**src/rtl/wb_stage.sv**
```systemverilog
// Writeback stage: MEM/WB pipeline register, writeback source select, register file write port and retired-instruction counter.
// Optional macro WB_BYPASS_EN adds same-cycle WB->ID forwarding ports.
module wb_stage #(
    parameter int XLEN = 32
) (
    input  logic            clk,
    input  logic            rst,
    input  logic            mem_valid,
    input  logic            mem_rd_we,
    input  logic [4:0]      mem_rd_addr,
    input  logic [1:0]      mem_wb_sel,
    input  logic [2:0]      mem_funct3,
    input  logic [XLEN-1:0] mem_alu_result,
    input  logic [XLEN-1:0] mem_pc,
    input  logic [XLEN-1:0] mem_rdata,
    input  logic            wb_stall,
    output logic            reg_we,
    output logic [4:0]      w_addr,
    output logic [XLEN-1:0] w_data,
    output logic            wb_valid,
    output logic            load_misalign,
    output logic [63:0]     instret
`ifdef WB_BYPASS_EN
    ,
    input  logic [4:0]      rs1_addr,
    input  logic [4:0]      rs2_addr,
    input  logic [XLEN-1:0] rs1_rf_data,
    input  logic [XLEN-1:0] rs2_rf_data,
    output logic [XLEN-1:0] rs1_fwd_data,
    output logic [XLEN-1:0] rs2_fwd_data
`endif
);

    localparam logic [1:0] SEL_ALU  = 2'b00;
    localparam logic [1:0] SEL_LOAD = 2'b01;
    localparam logic [1:0] SEL_PC4  = 2'b10;

    logic            r_valid;
    logic            r_rdWe;
    logic [4:0]      r_rd;
    logic [1:0]      r_sel;
    logic [2:0]      r_funct3;
    logic [XLEN-1:0] r_alu;
    logic [XLEN-1:0] r_pc;
    logic [XLEN-1:0] r_rdata;
    logic            r_done;
    logic [63:0]     r_instret;

    logic [1:0]      w_off;
    logic [7:0]      w_byte;
    logic [15:0]     w_half;
    logic [XLEN-1:0] w_loadData;
    logic            w_misalign;
    logic            w_retire;
    logic [XLEN-1:0] w_wbData;

    always_ff @(posedge clk or posedge rst) begin
        if (rst) begin
            r_valid  <= 1'b0;
            r_rdWe   <= 1'b0;
            r_rd     <= '0;
            r_sel    <= '0;
            r_funct3 <= '0;
            r_alu    <= '0;
            r_pc     <= '0;
            r_rdata  <= '0;
            r_done   <= 1'b0;
        end else if (!wb_stall) begin
            r_valid  <= mem_valid;
            r_rdWe   <= mem_rd_we;
            r_rd     <= mem_rd_addr;
            r_sel    <= mem_wb_sel;
            r_funct3 <= mem_funct3;
            r_alu    <= mem_alu_result;
            r_pc     <= mem_pc;
            r_rdata  <= mem_rdata;
            r_done   <= 1'b0;
        end else if (w_retire) begin
            // A held entry retires once; later stalled cycles must not write or count again.
            r_done   <= 1'b1;
        end
    end

    always_ff @(posedge clk or posedge rst) begin
        if (rst) begin
            r_instret <= '0;
        end else if (w_retire) begin
            r_instret <= r_instret + 64'd1;
        end
    end

    assign w_off = r_alu[1:0];

    always_comb begin
        w_byte = r_rdata[7:0];
        case (w_off)
            2'd0: w_byte = r_rdata[7:0];
            2'd1: w_byte = r_rdata[15:8];
            2'd2: w_byte = r_rdata[23:16];
            2'd3: w_byte = r_rdata[31:24];
            default: w_byte = r_rdata[7:0];
        endcase
        w_half = w_off[1] ? r_rdata[31:16] : r_rdata[15:0];
        case (r_funct3)
            3'b000:  w_loadData = {{24{w_byte[7]}}, w_byte};
            3'b100:  w_loadData = {24'd0, w_byte};
            3'b001:  w_loadData = {{16{w_half[15]}}, w_half};
            3'b101:  w_loadData = {16'd0, w_half};
            default: w_loadData = r_rdata;
        endcase
    end

    always_comb begin
        w_misalign = 1'b0;
        if (r_valid && r_sel == SEL_LOAD) begin
            if ((r_funct3 == 3'b001 || r_funct3 == 3'b101) && w_off[0])
                w_misalign = 1'b1;
            else if (r_funct3 == 3'b010 && w_off != 2'd0)
                w_misalign = 1'b1;
        end
    end

    always_comb begin
        case (r_sel)
            SEL_ALU:  w_wbData = r_alu;
            SEL_LOAD: w_wbData = w_loadData;
            SEL_PC4:  w_wbData = r_pc + 32'd4;
            default:  w_wbData = '0;
        endcase
    end

    assign w_retire      = r_valid && !r_done && !w_misalign;
    assign reg_we        = w_retire && r_rdWe && (r_rd != 5'd0);
    assign w_addr        = r_rd;
    assign w_data        = w_wbData;
    assign wb_valid      = r_valid;
    assign load_misalign = w_misalign;
    assign instret       = r_instret;

`ifdef WB_BYPASS_EN
    // The register file reads asynchronously, so a same-cycle write must be forwarded here.
    assign rs1_fwd_data = (reg_we && w_addr == rs1_addr) ? w_data : rs1_rf_data;
    assign rs2_fwd_data = (reg_we && w_addr == rs2_addr) ? w_data : rs2_rf_data;
`endif

endmodule

```
**config.mk**
```make
export PLATFORM = sky130hd
export DESIGN_NAME = wb_stage
export DESIGN_NICKNAME = d
export VERILOG_FILES = /design/src/rtl/wb_stage.sv
export SDC_FILE = /design/constraint.sdc
export NUM_CORES = 1
export LEC_CHECK = 0
export CAP_MARGIN = 20
export CORE_MARGIN = 4
export CORE_UTILIZATION = 29
export DETAILED_ROUTE_END_ITERATION = 12
export GPL_TIMING_DRIVEN = 0
export RECOVER_POWER = 50
export SYNTH_ARGS = -nofsm -noshare
export SYNTH_HDL_FRONTEND = slang
export SYNTH_SLANG_ARGS = --single-unit
```
**constraint.sdc**
```tcl
create_clock -name clk -period 15.1 [get_ports clk]
set_input_delay 1.51 -clock clk [delete_from_list [all_inputs] [get_ports clk]]
set_output_delay 1.51 -clock clk [all_outputs]
set_load 0.02 [all_outputs]
```
# == After elaboration in Yosys (flattened, before gate mapping) ==
# Cells that the tools add are included.
# classes
addsub,2
n_mul,0
div,0
n_lt_le_gt_ge,0
n_eq_ne,10
n_shift,0
n_mux,9
bitwise,0
n_reduce_logical,15
# ops
op,n
32-bit case mux with 4 select lines,1
32-bit case mux with 3 select lines,1
64-bit by 1-bit adder with 64-bit output (second input constant),1
32-bit by 3-bit adder with 32-bit output (second input constant),1
8-bit case mux with 4 select lines,1
16-bit 2-to-1 mux,1
1-bit logical AND,7
2-bit == test (second input constant),3
3-bit == test (second input constant),2
1-bit 2-to-1 mux,5
5-bit nonzero test,1
2-bit by 1-bit == test with 1-bit output (second input constant),2
2-bit zero test,2
3-bit by 1-bit == test with 1-bit output (second input constant),1
3-bit by 2-bit == test with 1-bit output (second input constant),1
3-bit zero test,1
1-bit zero test,2
2-bit by 1-bit != test with 1-bit output (second input constant),1
2-bit nonzero test,1
1-bit logical OR,1
# word_totals
regBits,173
latchBits,0
ramBits,0
romBits,0
inputBits,111
output_inout_bits,104
word_cells,46
memories,0

# == Logic depth before layout (Yosys ltp) ==
# logic_depth
depth_word,9
ltp_mapped,8
mapped_depth_nobuf,7

# == Least setup slack after synthesis ==
# OpenSTA, ideal clock, no wires.
# synth_timing
path_type,register -> output
startpoint,register r_pc[4]
endpoint,output w_data[31]
t_arrival_ns,2.017
t_required_ns,13.590
slack_ns,11.573
path_stages_with_launch,7
path_buffers,0
path_cell_list,dfrtp_1 > and4_1 > nand2b_1 > nor4_1 > nand3_1 > xor2_1 > o21ai_0
# synth_between
elab_chain_cells,2
# synth_rtl
item,line,source
start: declaration,44,logic [XLEN-1:0] r_pc;
start signal: assignment,75,r_pc <= mem_pc;
32-bit by 3-bit adder with 32-bit output,127,SEL_PC4: w_wbData = r_pc + 32'd4;
32-bit case mux with 3 select lines,124,case (r_sel)
end: declaration,19,"output logic [XLEN-1:0] w_data,"
# No other way between the ends.

# == Worst setup path in the final report ==
# layout_timing
startpoint,register r_pc[2]
endpoint,output w_data[31]
# The elaborated chain is that of the path after synthesis.

==> summary.md <==
| Metric | Value |
|---|---|
| Critical Path, Cell by Cell | `and4_1 -> nand2b_1 -> nor4_1 -> nand3_1 -> xor2_1 -> o21ai_0 -> clkdlybuf4s50_1` |
| Post-synthesis mux area share | `16.0%` |
| Worst-Margin Slew | `3010 ps` |
| FMAX | `198 MHz` |
| Top post-synthesis cells by area | `sky130_fd_sc_hd__dfrtp_1 50%, sky130_fd_sc_hd__mux2_2 14%, sky130_fd_sc_hd__xnor2_1 4.5%` |
| Syn_area_per_cell | `11.1 um^2` |
| Routed vias | `6918` |
| Static leakage | `4.80 nW` |
| Worst reg2reg setup slack | `12220 ps` |
| Cell Area, Synth | `8660 um^2` |
| Number of levels the H-tree was split into | `4` |
| Hold buffers post-CTS | `0` |
| Pins over their slew limit | `66` |
| Buffers added on ports | `213` |
| Number of top-level design ports | `215` |
| Slowest stage delay, CP | `810 ps` |
| Clock buffer count from CTS | `17` |
| Register area | `4330 um^2` |
| Largest family of logic cells by synthesized area | `multiplexers` |
| Crit path max-delay cell type | `sky130_fd_sc_hd__nor4_1` |
| Number of nets produced by synthesis | `890` |
| Pin count of the biggest net entering global routing | `109` |
| Initial antenna violation count | `3` |
| Synthesized-area fraction occupied by xor and xnor cells | `8.50%` |
| Resize count post-CTS | `0` |
| Overflow after GRT | `0` |
| Iteration-0 DRC Markers | `533` |
| Layout cells sized above 1 | `15.7%` |
| Count of cell instances traversed by the critical path | `7` |
| Final-stage net count | `1123` |
| Setup repair after global routing missed its margin | `false` |
| Launch point of the worst path | `r_pc[2]$_DFFE_PP0N_` |
| Critical Path End Type | `primary output` |
| Portion of the clock cycle consumed by the worst path in the final layout | `33.5%` |
| Remaining antenna violation count | `0` |
| Hold violation count in the final report | `0` |
| Kind of critical path | `reg2out` |
| Clk pin slew, worst setup/hold paths | `70 ps` |
| Final setup fails | `0` |
| Min-Delay Path Depth | `1` |
| Number of fill cells in the layout | `2897` |
| Simple-gate area share of the yosys netlist | `15.5%` |
| Horiz. Die Dim | `181 um` |
| Area share of the largest cell type after synthesis | `50.0%` |
| Share of the yosys chip area belonging to registers | `50.0%` |
| Post-Route Setup TNS | `0 ps` |
| Area used by multi-input combinational logic | `4070 um^2` |
| Final Skew | `17.9 ps` |
| Post-synthesis to final-layout area growth | `36.9%` |
| CTS tree | `done` |
| Failing checks | `max-capacitance violations, max-slew violations` |
| Adder-cell share of the synthesized area | `0.289%` |
| FF-to-FF path depth | `7` |
| Result of the run | `finished, violations left` |
| Power per unit of standard cell area | `107 nW/um^2` |
| Clock tree root driver cell | `sky130_fd_sc_hd__clkbuf_16` |
| Data arrival time of the critical path | `3540 ps` |
| Cell variety after synth | `53` |
| Total DRC errors in the routed layout | `0` |
| Placed standard-cell area | `11300 um^2` |
| Rows | `62` |
| Starting Density | `29.8%` |
| Die Area | `32700 um^2` |
| Required time of the critical path | `13590 ps` |
| Family of cells with the greatest summed delay on the critical path | `simple AND/OR/NAND/NOR gates` |
| Vias in the first global route | `7064` |
| Antenna cells | `0` |
| Post-Route WL | `27.6 mm` |
| Top FF cell, synth | `sky130_fd_sc_hd__dfrtp_1` |
| Tmin final | `5050 ps` |
| Rel. slew slack | `-102%` |
| Post-route standard cell area excluding fillers | `11900 um^2` |
| Wire length of the first global-routing pass | `41.8 mm` |
| Post-Synthesis Cells | `777` |
| Mean number of vias per cell | `4.92` |
| Share of flip-flops with an asynchronous set or reset after synthesis | `100%` |
| Average routed wire per standard cell | `19.6 um` |
| Path class of the lowest-slack min-delay path | `reg2reg` |
| Number of enable flip-flop cells after synthesis | `0` |
| Clk Latency, worst-skew pair | `430 ps` |
| Critical path destination | `w_data[31]` |
| Overall Global Routing Usage | `16.4%` |
| CP max FO | `6` |
| Pre-antenna DRT Iters | `5` |
| Reg-to-reg startpoint | `r_sel[1]$_DFFE_PP0N_` |
| Top cell type by total area after synthesis | `sky130_fd_sc_hd__dfrtp_1` |
| Final GP Congestion | `0.846` |
| CP bufs+invs | `1` |
| Post-synthesis compound-gate area fraction | `7.30%` |
| Synth warnings | `0` |
| R2r endpoint | `instret[50]$_DFFE_PP0P_` |
| Chip height | `181 um` |
| Post-CTS setup repair buffer count | `0` |
| #FFs+latches synth | `173` |
| Number of max-cap violations | `1` |
| Placed wire-length estimate after detailed placement | `21.2 mm` |
| Peak VDD IR | `68.4 uV` |
| Total core area | `29100 um^2` |
| Startpoint Class | `flip-flop` |
| Clock Sinks | `173` |
| Max Buffers Root-to-Sink | `2` |
## cell type report
cell class / count / share of cell area [%]
Sequential cell: 173 / 36.5
Buffer: 34 / 1.30
Timing Repair Buffer: 214 / 18.2
Tap cell: 384 / 4.05
Multi-Input combinational cell: 557 / 34.3
Inverter: 13 / 0.422
Clock inverter: 14 / 1.45
Clock buffer: 18 / 3.71
## Yosys cell counts, types with 5 or more instances
cell                       number
sky130_fd_sc_hd__nor2_1        56
sky130_fd_sc_hd__o221ai_1       8
sky130_fd_sc_hd__mux2_2       108
sky130_fd_sc_hd__nand3b_1       5
sky130_fd_sc_hd__xor2_1        40
sky130_fd_sc_hd__xnor2_1       44
sky130_fd_sc_hd__and4_1         7
sky130_fd_sc_hd__nor2b_1        5
sky130_fd_sc_hd__dfrtp_1      173
sky130_fd_sc_hd__clkbuf_1      27
sky130_fd_sc_hd__inv_1         13
sky130_fd_sc_hd__mux2i_1       12
sky130_fd_sc_hd__a221oi_1      18
sky130_fd_sc_hd__nor3_1        20
sky130_fd_sc_hd__nand2_1       55
sky130_fd_sc_hd__nor4_1         9
sky130_fd_sc_hd__and3_1        13
sky130_fd_sc_hd__nand3_1       34
sky130_fd_sc_hd__o21ai_0       30
sky130_fd_sc_hd__a211oi_1       8
sky130_fd_sc_hd__nand4_1       13
sky130_fd_sc_hd__a21oi_1       24
## registers in the layout, indices dropped and copies added, names as in the netlist
signal	count
r_rdata	32
r_sel	2
wb_valid	1
r_alu	32
r_rdWe	1
r_pc	32
r_done	1
r_funct3	3
instret	64
w_addr	5
## metrics by stage
stage               instances  power, mW  hold WS [ps]  setup slack [ps]  utilization [%]
finish                   1407       1.26           470             10050             40.7
detailed placement       1375      0.826           462             10530             38.9
CTS                      1407       1.28           472             10050             41.0
floorplan                 777      0.684           471              8900                -
global placement         1374      0.822           462              6290             38.7
global route             1407       1.33           481              9840             40.7
## worst min-delay path by stage
stage	slack, ps	from	to
global route	480	instret[63]$_DFFE_PP0P_	instret[63]$_DFFE_PP0P_
detailed placement	460	instret[63]$_DFFE_PP0P_	instret[63]$_DFFE_PP0P_
finish	470	instret[63]$_DFFE_PP0P_	instret[63]$_DFFE_PP0P_
global placement	460	instret[63]$_DFFE_PP0P_	instret[63]$_DFFE_PP0P_
floorplan	470	r_done$_DFFE_PP0P_	r_done$_DFFE_PP0P_
CTS	470	instret[63]$_DFFE_PP0P_	instret[63]$_DFFE_PP0P_
## worst register-to-register path: stages, from the launching register on
cell and delay [ps]:
sky130_fd_sc_hd__dfrtp_1 540, sky130_fd_sc_hd__nand3b_1 190, sky130_fd_sc_hd__nor4_1 120, sky130_fd_sc_hd__or4b_1 650, sky130_fd_sc_hd__nor4_1 470, sky130_fd_sc_hd__clkbuf_1 460
sky130_fd_sc_hd__nand3_1 170, sky130_fd_sc_hd__xnor2_1 160
## metal layers
metal  vias up  track usage [%]  share of wire [%]
li1       3258                -                  -
met1      3371             22.5                 46
met2       252             26.0                 46
met3        31             4.46                6.5
met4         6             3.96                1.6
met5         -                0               0.13
## placed cells by master, fill, tap and decap left out, types with 3 or more instances in the layout
cell type / count
sky130_fd_sc_hd__a211oi_1: 8
sky130_fd_sc_hd__a21oi_1: 24
sky130_fd_sc_hd__a221oi_1: 18
sky130_fd_sc_hd__and2_1: 4
sky130_fd_sc_hd__and3_1: 13
sky130_fd_sc_hd__and3_2: 4
sky130_fd_sc_hd__and4_1: 7
sky130_fd_sc_hd__clkbuf_1: 29
sky130_fd_sc_hd__clkbuf_16: 17
sky130_fd_sc_hd__clkbuf_8: 3
sky130_fd_sc_hd__clkdlybuf4s50_1: 212
sky130_fd_sc_hd__clkinv_8: 5
sky130_fd_sc_hd__dfrtp_1: 173
sky130_fd_sc_hd__inv_1: 12
sky130_fd_sc_hd__inv_8: 5
sky130_fd_sc_hd__mux2_2: 108
sky130_fd_sc_hd__mux2i_1: 12
sky130_fd_sc_hd__nand2_1: 55
sky130_fd_sc_hd__nand2b_1: 4
sky130_fd_sc_hd__nand3_1: 35
sky130_fd_sc_hd__nand3b_1: 5
sky130_fd_sc_hd__nand4_1: 14
sky130_fd_sc_hd__nor2_1: 56
sky130_fd_sc_hd__nor2b_1: 5
sky130_fd_sc_hd__nor3_1: 21
sky130_fd_sc_hd__nor4_1: 11
sky130_fd_sc_hd__o21ai_0: 30
sky130_fd_sc_hd__o221ai_1: 8
sky130_fd_sc_hd__o22ai_1: 4
sky130_fd_sc_hd__or3_1: 3
sky130_fd_sc_hd__xnor2_1: 44
sky130_fd_sc_hd__xor2_1: 40
## logic make-up (layout without fill, tap and decap cells)
| kind of cell | count (synthesis) | in the layout |
|---|---|---|
| buf+inv | 47 | 293 |
| mux | 122 | 122 |
| simple gates | 251 | 251 |
| fa+ha+maj | 2 | 2 |
| compound gates | 98 | 98 |
| xor+xnor | 84 | 84 |
| flops | 173 | 173 |
## power breakdown
group | internal (mW) | total [mW] | switching (mW)
registers | 0.500 | 0.540 | 0.0398
clock network | 0.229 | 0.449 | 0.220
logic | 0.135 | 0.276 | 0.141
total | 0.864 | 1.26 | 0.401
(Power assumes the default switching activity.)
